[src/rtl/cpu_speed_ctrl.sv]
// CPU speed-mode selector: synchronises and debounces the speed switch, holds mode 0
// through boot and FORCE_SLOW, and hot-switches the turbo divider only at bus-idle low-phase ends.
module cpu_speed_ctrl #(
  parameter int                          SEL_W          = 2,
  parameter int                          NUM_MODES      = 2**SEL_W,
  parameter logic [NUM_MODES*16-1:0]     HALF_PERIODS   = {16'd1, 16'd3, 16'd2, 16'd0},
  parameter int                          DEBOUNCE_LIMIT = 2000000,
  parameter int                          BOOT_LIMIT     = 300000000,
  parameter int                          CNT_W          = 30
) (
  input  logic             C100M,
  input  logic             RESET_n,
  input  logic [SEL_W-1:0] SW_IN,
  input  logic             AS_CPU_n,
  input  logic             DTACK_CPU_n,
  input  logic             FORCE_SLOW,
  output logic [SEL_W-1:0] CPU_SPEED,
  output logic             TURBO_CLK,
  output logic             BOOT_DONE,
  output logic             SWITCH_PENDING
);

  localparam logic [CNT_W-1:0] DB_LAST  = CNT_W'(DEBOUNCE_LIMIT - 1);
  localparam logic [CNT_W-1:0] BOOT_MAX = CNT_W'(BOOT_LIMIT);

  function automatic logic [15:0] half_of(input logic [SEL_W-1:0] mode);
    return HALF_PERIODS[{mode, 4'b0000} +: 16];
  endfunction

  logic [SEL_W-1:0] sync1_q, sync1_d;
  logic [SEL_W-1:0] sync2_q, sync2_d;
  logic [SEL_W-1:0] sw_state_q, sw_state_d;
  logic [CNT_W-1:0] db_cnt_q, db_cnt_d;
  logic [CNT_W-1:0] boot_cnt_q, boot_cnt_d;
  logic             boot_done_q, boot_done_d;
  logic [SEL_W-1:0] cpu_speed_q, cpu_speed_d;
  logic [15:0]      div_cnt_q, div_cnt_d;
  logic             turbo_q, turbo_d;
  logic             pending_q, pending_d;

  logic [SEL_W-1:0] target;
  logic [15:0]      cur_half;
  logic             at_wrap;
  logic             bus_idle;
  logic             commit_ok;

  // NOTE: every _d and helper gets a default at the top of the block so no path infers a latch.
  always_comb begin
    sync1_d     = SW_IN;
    sync2_d     = sync1_q;
    sw_state_d  = sw_state_q;
    db_cnt_d    = '0;
    cpu_speed_d = cpu_speed_q;
    div_cnt_d   = div_cnt_q;
    turbo_d     = turbo_q;

    // Count only while the synchronised switch differs from the accepted state and did not
    // just move; a change restarts the count.
    if (sync2_q != sw_state_q && sync1_q == sync2_q) begin
      if (db_cnt_q == DB_LAST) begin
        sw_state_d = sync2_q;
      end else begin
        db_cnt_d = db_cnt_q + 1'b1;
      end
    end

    boot_cnt_d  = (boot_cnt_q == BOOT_MAX) ? boot_cnt_q : boot_cnt_q + 1'b1;
    boot_done_d = boot_done_q | (boot_cnt_d == BOOT_MAX);

    target = sw_state_q;
    if (!boot_done_q || FORCE_SLOW || half_of(sw_state_q) == 16'd0) begin
      target = '0;
    end

    cur_half  = half_of(cpu_speed_q);
    at_wrap   = (div_cnt_q >= cur_half - 16'd1);
    bus_idle  = AS_CPU_n & DTACK_CPU_n;
    commit_ok = bus_idle && (cpu_speed_q == '0 || (!turbo_q && at_wrap));

    // A commit restarts the divider with TURBO_CLK low, so the first rise of the new mode
    // lands a full half-period later and no runt pulse reaches the CPU clock mux.
    if (commit_ok && target != cpu_speed_q) begin
      cpu_speed_d = target;
      div_cnt_d   = '0;
      turbo_d     = 1'b0;
    end else if (cpu_speed_q == '0) begin
      div_cnt_d = '0;
      turbo_d   = 1'b0;
    end else if (at_wrap) begin
      div_cnt_d = '0;
      turbo_d   = ~turbo_q;
    end else begin
      div_cnt_d = div_cnt_q + 16'd1;
    end

    pending_d = (target != cpu_speed_d);
  end

  // NOTE: sequential state uses non-blocking assignments only, so every flop samples pre-edge values.
  always_ff @(posedge C100M or negedge RESET_n) begin
    if (!RESET_n) begin
      sync1_q     <= '0;
      sync2_q     <= '0;
      sw_state_q  <= '0;
      db_cnt_q    <= '0;
      boot_cnt_q  <= '0;
      boot_done_q <= 1'b0;
      cpu_speed_q <= '0;
      div_cnt_q   <= '0;
      turbo_q     <= 1'b0;
      pending_q   <= 1'b0;
    end else begin
      sync1_q     <= sync1_d;
      sync2_q     <= sync2_d;
      sw_state_q  <= sw_state_d;
      db_cnt_q    <= db_cnt_d;
      boot_cnt_q  <= boot_cnt_d;
      boot_done_q <= boot_done_d;
      cpu_speed_q <= cpu_speed_d;
      div_cnt_q   <= div_cnt_d;
      turbo_q     <= turbo_d;
      pending_q   <= pending_d;
    end
  end

  assign CPU_SPEED      = cpu_speed_q;
  assign TURBO_CLK      = turbo_q;
  assign BOOT_DONE      = boot_done_q;
  assign SWITCH_PENDING = pending_q;

endmodule

[config.mk]
export PLATFORM = sky130hd
export DESIGN_NAME = cpu_speed_ctrl
export DESIGN_NICKNAME = d
export VERILOG_FILES = /design/src/rtl/cpu_speed_ctrl.sv
export SDC_FILE = /design/constraint.sdc
export NUM_CORES = 1
export LEC_CHECK = 0
export ABC_CLOCK_PERIOD_IN_PS = 6400
export CAP_MARGIN = 20
export CORE_UTILIZATION = 40
export CTS_CLUSTER_DIAMETER = 100
export DETAILED_ROUTE_END_ITERATION = 16
export DONT_BUFFER_PORTS = 1
export GPL_TIMING_DRIVEN = 1
export PLACE_DENSITY_LB_ADDON = 0.25
export SYNTH_ARGS = -nofsm -noshare
export SYNTH_HDL_FRONTEND = slang
export SYNTH_SLANG_ARGS = --single-unit
[constraint.sdc]
create_clock -name C100M -period 6.4 [get_ports C100M]
set_clock_uncertainty 0.2 [all_clocks]
set_input_delay 1.28 -clock C100M [delete_from_list [all_inputs] [get_ports C100M]]
set_output_delay 1.28 -clock C100M [all_outputs]
set_load 0.01 [all_outputs]
==> results.md, run 1 <==
- Status: finished clean
- Crit path launch type: register
- Post-DP HPWL: 5910 µm
- Synth top area share: 0.469
- Most numerous cell in the Yosys netlist: dfrtp_1
- Worst VDD drop: 0.134 mV
- Final nets: 486
- Initial core utilization: 0.419
- Lkg Pwr: 2.24 nW
- Ant diodes: 0
- # DRC: 0
- EDFF count, synth: 0
- Max-cap violations: 0
- Mux contribution to synthesized area: 0.0162
- Post-synth ARST share: 1.00
- Initial antenna violation count: 0
- Synth cell types: 53
- Layout cell share with drive strength beyond 1: 0.0691
- Most frequent cells after synthesis: 87 x dfrtp_1, 61 x nor2_1, 39 x xor2_1, 38 x xnor2_1, 35 x nand3_1
- DR WL/cell: 14.2 µm
- Reg clk slew, reported paths: 0.06 ns
- First-pass GRT wire length: 14900 µm
- Post-cts resize count: 0
- WHS: 0.203 ns
- RSZ-0062 raised after global routing: no
- Final Slew Violations: 0
- GRT Total Usage: 0.162
- CORE AREA: 11100 µm²
- Area of the multi-input gates: 2350 µm²
- Critical path peak fanout: 16
- Setup_tns: 0 ns
- Vias in the first global route: 3154
- Post-Route WL: 8560 µm
- Clk root buf: clkbuf_16
- Clk sinks: 87
- Syn avg cell area: 10.2 µm²
- Synth Area in Simple Gates: 0.240
- Reg2Reg Setup Slack: 3.28 ns
- Fmax: 0.321 GHz
- Total power: 0.00107 W
- Yosys reg bits: 87
- Worst Hold Class: reg2reg
- Largest net degree at the start of global routing: 88
- WS Path Type: reg2reg
- CTS H-tree lvls: 3
- Area leader, netlist: dfrtp_1
- Cell Area, Synth: 4640 µm²
- Die area: 12000 µm²
- Slew HR: 0.465
- Die height: 110 µm
- First DRT Iteration DRCs: 122
- Setup Buffers After CTS: 0
- Row cnt: 38
- Via count: 3177
- Combinational family with the most area after synthesis: simple AND/OR/NAND/NOR gates
- Die Wd: 110 µm
- Gr ovfl total: 0
- Complex-gate fraction of the synthesized area: 0.0442
- RePlAce Congestion: 0.761
- Area grow syn2layout: 9.27%
- Final hold viol count: 0
- CP required: 6.47 ns
- CP endpoint kind: register
- IO buf count: 0
- CTS tree: done
- DR vias/cell: 5.27
- ANT nets after route: 0
- Hold Buf Count CTS: 0
- Synth top area cells: dfrtp_1 47%, xor2_1 7.4%, xnor2_1 7.2%
- Worst skew pair latency: 0.34 ns
- Worst-Margin Slew: 0.797 ns
- Clock buffer depth: 2
- Total CTS buffers: 9
- Top FF cell, synth: dfrtp_1
- Filler Cell Count: 1043
- Storage cell area: 2180 µm²
- Pwr dens: 211 nW/µm²
- Final min period: 3.12 ns
- Final setup violation count: 0
- Arr. time, crit path: 3.19 ns
- IO Pins: 12
- Final period util: 0.487
- Syn Inst Count: 457
- Synth warn: 0
- Post-synthesis sequential area ratio: 0.469
- Synth Net Count: 485
- Xor/xnor share of the synthesized area: 0.149
- DR pass1 iterations: 5
- Synth Area in Adders: 0.0566
## report_power, final
group	internal (W)	leakage [nW]	switching [W]
combinational	0.00000592	0.900	0.00000805
clock	0.000283	0.145	0.000216
sequential	0.000552	1.19	0.00000205
## sequential cells by signal, summed over array words and instances (netlist names)
name and flops:
div_cnt_q 16, BOOT_DONE 1, SWITCH_PENDING 1, sync1_q 2, TURBO_CLK 1, boot_cnt_q 30, CPU_SPEED 2, sync2_q 2
sw_state_q 2, db_cnt_q 30
## worst max-delay path, stage by stage (launching register included)
cell and delay, ns:
dfrtp_1 0.50, inv_1 0.13, ha_1 0.21, inv_1 0.39, ha_1 0.36, a21o_1 0.16, a211oi_1 0.22, o211ai_1 0.12
a21oi_1 0.19, o21ai_0 0.14, mux2_1 0.33, nor2_1 0.09
## path summary, 6_finish.rpt
check                                             from                        to  cells after the start
worst min register to register    sync1_q[0]$_DFF_PN0_      sync2_q[0]$_DFF_PN0_                      0
max in group asynchronous                      RESET_n  boot_cnt_q[14]$_DFF_PN0_                      0
worst min-delay path              sync1_q[0]$_DFF_PN0_      sync2_q[0]$_DFF_PN0_                      0
worst max-delay path            CPU_SPEED[1]$_DFF_PN0_     TURBO_CLK$_DFFE_PN0P_                     11
worst max register to register  CPU_SPEED[1]$_DFF_PN0_     TURBO_CLK$_DFFE_PN0P_                     11
min in group asynchronous                      RESET_n   div_cnt_q[12]$_DFF_PN0_                      0
## cells in the final DEF, fill, tap and decap left out, types with 9 or more instances in the layout
master and n:
and3_1 10, clkbuf_16 9, dfrtp_1 87, ha_1 21, inv_1 14, nand2_1 34, nand3_1 35, nand4_1 16
nor2_1 61, nor3_1 9, xnor2_1 38, xor2_1 39
## stage by stage
stage | setup WS (ns) | std cells | cell area (µm²) | util
global route | 3.01 | 603 | 5070 | 0.458
global placement | 3.38 | 586 | 4760 | 0.430
CTS | 3.28 | 602 | 5040 | 0.455
finish | 3.28 | 603 | 5070 | 0.458
detailed placement | 3.29 | 586 | 4760 | 0.430
floorplan | 3.60 | 457 | 4640 | -
## per-layer routing
layer	track usage	vias to the layer above	part of all wire
met1	0.219	1541	0.51
met4	0.0781	0	0.024
met3	0.0385	17	0.030
met2	0.243	35	0.44
met5	0	-	0
li1	-	1584	-
## cells by family after synthesis
logic type,count (synthesis)
AND/OR/NAND/NOR,208
flip-flops,87
XOR/XNOR,78
AO/OA/AOI/OAI,30
buffers and inverters,26
adder cells (fa/ha/maj),21
multiplexers,7
## layout make-up
class | instances | area share
clock buffers | 11 | 0.0498
clock inverters | 5 | 0.00641
inverters | 14 | 0.0104
multi-input cells | 344 | 0.463
flip-flops and latches | 87 | 0.429
well taps | 140 | 0.0345
repair buffers | 2 | 0.00691
No activity file was read; power rests on OpenSTA's default activity.
==> inputs of run 2 (changes only) <==
--- a/config.mk
+++ b/config.mk
@@ -5,7 +5,7 @@
 export SDC_FILE = /design/constraint.sdc
 export NUM_CORES = 1
 export LEC_CHECK = 0
-export ABC_CLOCK_PERIOD_IN_PS = 6400
+export ABC_CLOCK_PERIOD_IN_PS = 2600
 export CAP_MARGIN = 20
 export CORE_UTILIZATION = 40
 export CTS_CLUSTER_DIAMETER = 100
==> constraint.sdc (replaced) <==
create_clock -name C100M -period 2.6 [get_ports C100M]
set_clock_uncertainty 0.2 [all_clocks]
set_input_delay 0.52 -clock C100M [delete_from_list [all_inputs] [get_ports C100M]]
set_output_delay 0.52 -clock C100M [all_outputs]
set_load 0.01 [all_outputs]
==> run 2 against run 1 <==
Net effect:
- the flow now finishes with violations (hold timing)
- fmax grew 23%
- via count grew 4.8%
- sequential share of layout area shrank 3.2 points
- routed wire length rose by 5.5%
- power grew to 2.5 times the previous value
- clock power grew to 2.6 times the previous value
- final cell count rose by 6.1%
- non-clock buffer count is 37 higher
- worst hold slack got worse by 0.53 ns
- design area increased by 8.6%
- critical endpoint is now BOOT_DONE$_DFF_PN0_
==> results.md, run 2 (same netlist as run 1, synthesis figures left out) <==
- Fmax: 0.396 GHz
- GRT Total Usage: 0.165
- Most common cell after layout, fill and taps aside: dfrtp_1
- Worst-Margin Slew: 0.405 ns
- Largest net degree at the start of global routing: 88
- Final nets: 523
- Most frequent cells in the layout: 79 x dfrtp_1, 61 x nor2_1, 39 x xor2_1, 38 x xnor2_1, 36 x buf_4
- IO Pins: 12
- Post-DP HPWL: 6110 µm
- First-pass GRT wire length: 15200 µm
- Worst VDD drop: 0.503 mV
- Max-cap violations: 0
- ANT nets after route: 0
- Die Wd: 110 µm
- Final setup violation count: 0
- DR pass1 iterations: 5
- RSZ-0062 raised after global routing: yes
- Initial core utilization: 0.419
- Dpl cell area: 4950 µm²
- # DRC: 0
- First DRT Iteration DRCs: 181
- Arr. time, crit path: 2.61 ns
- Worst Hold Class: in2async
- Die height: 110 µm
- Row cnt: 38
- Die area: 12000 µm²
- Final std cells w/o fill: 640
- Layout cell share with drive strength beyond 1: 0.186
- Critical path peak fanout: 3
- CORE AREA: 11100 µm²
- Final Slew Violations: 0
- Hold Buf Count CTS: 2
- Area grow syn2layout: 18.7%
- Initial antenna violation count: 0
- Crit path launch type: register
- Total CTS buffers: 9
- Lkg Pwr: 2.41 nW
- Leading registers by flop count: boot_cnt_q (30), db_cnt_q (30), div_cnt_q (16)
- CTS H-tree lvls: 3
- Slew HR: 0.723
- Final hold viol count: 87
- CTS tree: done
- Clock buffer depth: 2
- Worst skew pair latency: 0.35 ns
- Pwr dens: 490 nW/µm²
- Setup_tns: 0 ns
- Post-layout util: 0.497
- Clk root buf: clkbuf_16
- Clk sinks: 87
- CP required: 2.68 ns
- Ant diodes: 0
- Vias in the first global route: 3189
- Via count: 3330
- Final Cell Area: 5510 µm²
- Final min period: 2.53 ns
- Placed insts: 608
- Failing checks: hold timing
- CP endpoint kind: register
- DR WL/cell: 14.1 µm
- DR vias/cell: 5.20
- Final period util: 0.972
- Post-Route WL: 9040 µm
- RePlAce Congestion: 0.802
- Reg clk slew, reported paths: 0.07 ns
- WS Path Type: reg2reg
- Status: finished, violations left
- IO buf count: 0
- Gr ovfl total: 0
- WHS: -0.331 ns
run 2: changes by cell type in the layout (fill, tap and decap cells not counted), sizes merged:
cell         previous run  this run
buf                     2        37
bufinv                  0         1
clkbuf                 11        10
clkinv                  5         3
clkinvlp                0         2
dlygate4sd3             0         2
run 2: where the power goes:
group / internal [W] / switching [W] / leakage, nW / total [W]
Clock: 0.000765 / 0.000534 / 0.144 / 0.00130
Sequential: 0.00136 / 0.00000561 / 1.18 / 0.00136
Combinational: 0.0000149 / 0.0000197 / 1.08 / 0.0000346
Total: 0.00214 / 0.000560 / 2.41 / 0.00270
run 2: path summary, 6_finish.rpt:
check                                          from                 endpoint  slack [ns]  cells past startpoint
setup / recovery           boot_cnt_q[14]$_DFF_PN0_      BOOT_DONE$_DFF_PN0_        0.07                      8
min in group C100M                       FORCE_SLOW   CPU_SPEED[0]$_DFF_PN0_        0.15                      2
setup reg to reg           boot_cnt_q[14]$_DFF_PN0_      BOOT_DONE$_DFF_PN0_        0.07                      8
hold reg to reg                sync1_q[0]$_DFF_PN0_     sync2_q[0]$_DFF_PN0_        0.22                      0
hold / removal                              RESET_n  div_cnt_q[13]$_DFF_PN0_       -0.33                      0
max in group asynchronous                   RESET_n    db_cnt_q[3]$_DFF_PN0_        2.39                      0
run 2: critical path, stage by stage, from the launching register on:
cell and delay [ns]:
dfrtp_1 0.43, nand4_2 0.17, and4bb_2 0.38, buf_4 0.14, nand2_2 0.06, xnor2_2 0.19, or4b_4 0.49, nor4_4 0.22
a31o_1 0.17
run 2: final cells by class:
class | instances | area, µm²
multi-input cells | 344 | 2480
flip-flops and latches | 87 | 2190
well taps | 140 | 175
inverters | 14 | 55.1
clock buffers | 10 | 239
fillers | 1012 | 5570
clock inverters | 6 | 60.1
repair buffers | 39 | 310
run 2: per-stage QoR:
stage	worst slack [ns]	total power [W]	hold WS (ns)
global placement	0.0723	0.00142	0.0265
global route	-0.0108	0.00280	-0.352
detailed placement	-0.0322	0.00142	0.0266
CTS	0.00775	0.00274	-0.349
finish	0.0716	0.00270	-0.331
floorplan	0.00751	0.00141	0.0244
run 2: per-layer routing:
metal	GRT usage	wire [µm]
met5	0	0
met4	0.0495	110
met1	0.215	4470
met2	0.264	4190
met3	0.0510	273
run 2: timing repair:
item                       CTS  global route
gates resized for setup      3            25
hold endpoints to repair    89            87
setup endpoints to repair    1            21
pin swaps                    1            13
setup buffers                5             9
==> inputs of run 3 (changes only) <==
--- a/config.mk
+++ b/config.mk
@@ -9,10 +9,11 @@
 export CAP_MARGIN = 20
 export CORE_UTILIZATION = 40
 export CTS_CLUSTER_DIAMETER = 100
+export CTS_CLUSTER_SIZE = 30
 export DETAILED_ROUTE_END_ITERATION = 16
 export DONT_BUFFER_PORTS = 1
 export GPL_TIMING_DRIVEN = 1
-export PLACE_DENSITY_LB_ADDON = 0.25
+export PLACE_DENSITY_LB_ADDON = 0.05
 export SYNTH_ARGS = -nofsm -noshare
 export SYNTH_HDL_FRONTEND = slang
 export SYNTH_SLANG_ARGS = --single-unit
==> run 3 against run 2 <==
Net effect:
- the run still ends with hold timing left
- worst setup slack better by 0.013 ns
- power up 4.5%
- core utilization down 0.19 points
==> results.md, run 3 (same netlist as run 1, synthesis figures left out) <==
- Slowest-stage cell, CP: or4b_4
- Most frequent cells in the layout: 82 x dfrtp_1, 61 x nor2_1, 38 x xor2_1, 38 x xnor2_1, 36 x buf_4
- Fmax: 0.398 GHz
- Pint: 0.00225 W
- Die height: 110 µm
- Worst r2r src: boot_cnt_q[0]$_DFF_PN0_
- Clock buffer depth: 2
- Worst Hold Class: in2async
- FF-to-FF path depth: 8
- CTS tree: done
- WHS: -0.327 ns
- CORE AREA: 11100 µm²
- Final nets: 523
- Status: finished, violations left
- Slew HR: 0.692
- Final min period: 2.52 ns
- Worst skew pair latency: 0.34 ns
- RePlAce Congestion: 0.797
- First-pass GRT wire length: 15200 µm
- Post-DP HPWL: 6300 µm
- Part of the power in registers: 0.484
- Crit path buf inv count: 1
- Via count: 3276
- Hold Buf Count CTS: 2
- Final period util: 0.967
- Total power: 0.00282 W
- Area grow syn2layout: 18.2%
- IO buf count: 0
- Reg clk slew, reported paths: 0.07 ns
- Lkg Pwr: 2.42 nW
- Largest net degree at the start of global routing: 88
- First DRT Iteration DRCs: 145
- Worst r2r dst: BOOT_DONE$_DFF_PN0_
- Row cnt: 38
- GRT Total Usage: 0.164
- DR vias/cell: 5.12
- Combinational power share: 0.012
- Clk sinks: 87
- Worst-Margin Slew: 0.459 ns
- Post-layout util: 0.495
- P_sw: 0.000574 W
- Clk pwr share: 0.504
- Failing checks: hold timing
- Max incr delay on CP: 0.55 ns
- Worst VDD drop: 0.327 mV
- CTS H-tree lvls: 3
- ANT nets after route: 0
- Final hold viol count: 87
- Critical path peak fanout: 6
- Most common cell after layout, fill and taps aside: dfrtp_1
- Vias in the first global route: 3151
- Final setup violation count: 0
- Die area: 12000 µm²
- Leading registers by flop count: boot_cnt_q (30), db_cnt_q (30), div_cnt_q (16)
- Crit path launch type: register
- Area of the multi-input gates: 2430 µm²
- Post-Route WL: 8990 µm
- Final Cell Area: 5490 µm²
- Final std cells w/o fill: 640
- Layout cell share with drive strength beyond 1: 0.170
- CP endpoint kind: register
- # DRC: 0
- Storage cell area: 2180 µm²
- Die Wd: 110 µm
- Arr. time, crit path: 2.59 ns
- Switching Fraction: 0.203
- Filler Cell Count: 1013
- Initial antenna violation count: 0
- Placed insts: 617
- Reg2Reg Setup Slack: 0.08 ns
- CP delay by family, top: simple AND/OR/NAND/NOR gates
- DR pass1 iterations: 6
- Final Slew Violations: 0
- Pwr dens: 514 nW/µm²
- CP required: 2.68 ns
- Ant diodes: 0
- RSZ-0062 raised after global routing: yes
- Initial core utilization: 0.419
- IO Pins: 12
- Gr ovfl total: 0
- WS Path Type: reg2reg
- CP cell instances: buf_4 -> and4_4 -> and4bb_2 -> nand4_1 -> xnor2_1 -> or4b_4 -> nor4_2 -> a31o_1
- Dpl cell area: 5020 µm²
- DR WL/cell: 14.0 µm
- Total CTS buffers: 9
- Max-cap violations: 0
- Clk root buf: clkbuf_16
[run 3: cell types whose count changed in the layout (fill, tap and decap cells not counted), sizes merged]
cell	change
clkinv	-2
bufinv	+1
inv	+1
[run 3: per-stage QoR]
step	setup TNS [ns]	worst slack [ns]
6_report	0	0.0845
5_1_grt	-0.0152	-0.0152
4_1_cts	0	0.00551
3_5_place_dp	0	0.0108
3_3_place_gp	0	0.0586
2_1_floorplan	0	0.00751
[run 3: per-layer routing]
layer / track usage / routed length, µm / vias to the layer above
met5: 0 / 0 / -
met4: 0.0410 / 98 / 0
met3: 0.0533 / 188 / 7
met2: 0.269 / 4220 / 18
met1: 0.209 / 4480 / 1593
li1: - / - / 1658
[run 3: how the worst max path moves through the flow]
stage                                  from                     end  slack, ns  depth (start not counted)
finish              boot_cnt_q[0]$_DFF_PN0_     BOOT_DONE$_DFF_PN0_       0.08                          8
global placement    boot_cnt_q[2]$_DFF_PN0_     BOOT_DONE$_DFF_PN0_       0.06                          7
floorplan            CPU_SPEED[1]$_DFF_PN0_  CPU_SPEED[0]$_DFF_PN0_      0.008                         10
detailed placement  boot_cnt_q[0]$_DFF_PN0_     BOOT_DONE$_DFF_PN0_       0.01                          8
CTS                  CPU_SPEED[1]$_DFF_PN0_  CPU_SPEED[1]$_DFF_PN0_      0.006                         11
global route        boot_cnt_q[0]$_DFF_PN0_     BOOT_DONE$_DFF_PN0_      -0.02                          9
[run 3: power groups by stage]
stage / combinational [W] / clock [W] / sequential [W]
after global placement: 0.0000325 / 0 / 0.00139
final: 0.0000347 / 0.00142 / 0.00136
after floorplan: 0.0000225 / 0 / 0.00139
after detailed placement: 0.0000326 / 0 / 0.00139
after global routing: 0.0000384 / 0.00151 / 0.00136
after CTS: 0.0000353 / 0.00146 / 0.00136
[run 3: timing repair]
action / 4_1_cts / 5_1_grt
setup endpoints to repair: 2 / 21
gates resized for setup: 1 / 16
setup buffers: 0 / 5
pin swaps: 1 / 9
endpoints found under the hold margin: 89 / 87
[run 3: layout make-up]
class | count | share of cell area
multi-input cells | 344 | 0.443
flip-flops and latches | 87 | 0.398
repair buffers | 39 | 0.0565
clock buffers | 10 | 0.0435
well taps | 140 | 0.0319
clock inverters | 6 | 0.0169
inverters | 14 | 0.0100
[run 3: worst reg2reg max path, stage by stage (launching register included)]
cell and delay (ns):
dfrtp_2 0.44, buf_4 0.14, and4_4 0.22, and4bb_2 0.28
nand4_1 0.12, xnor2_1 0.17, or4b_4 0.55, nor4_2 0.14
a31o_1 0.18
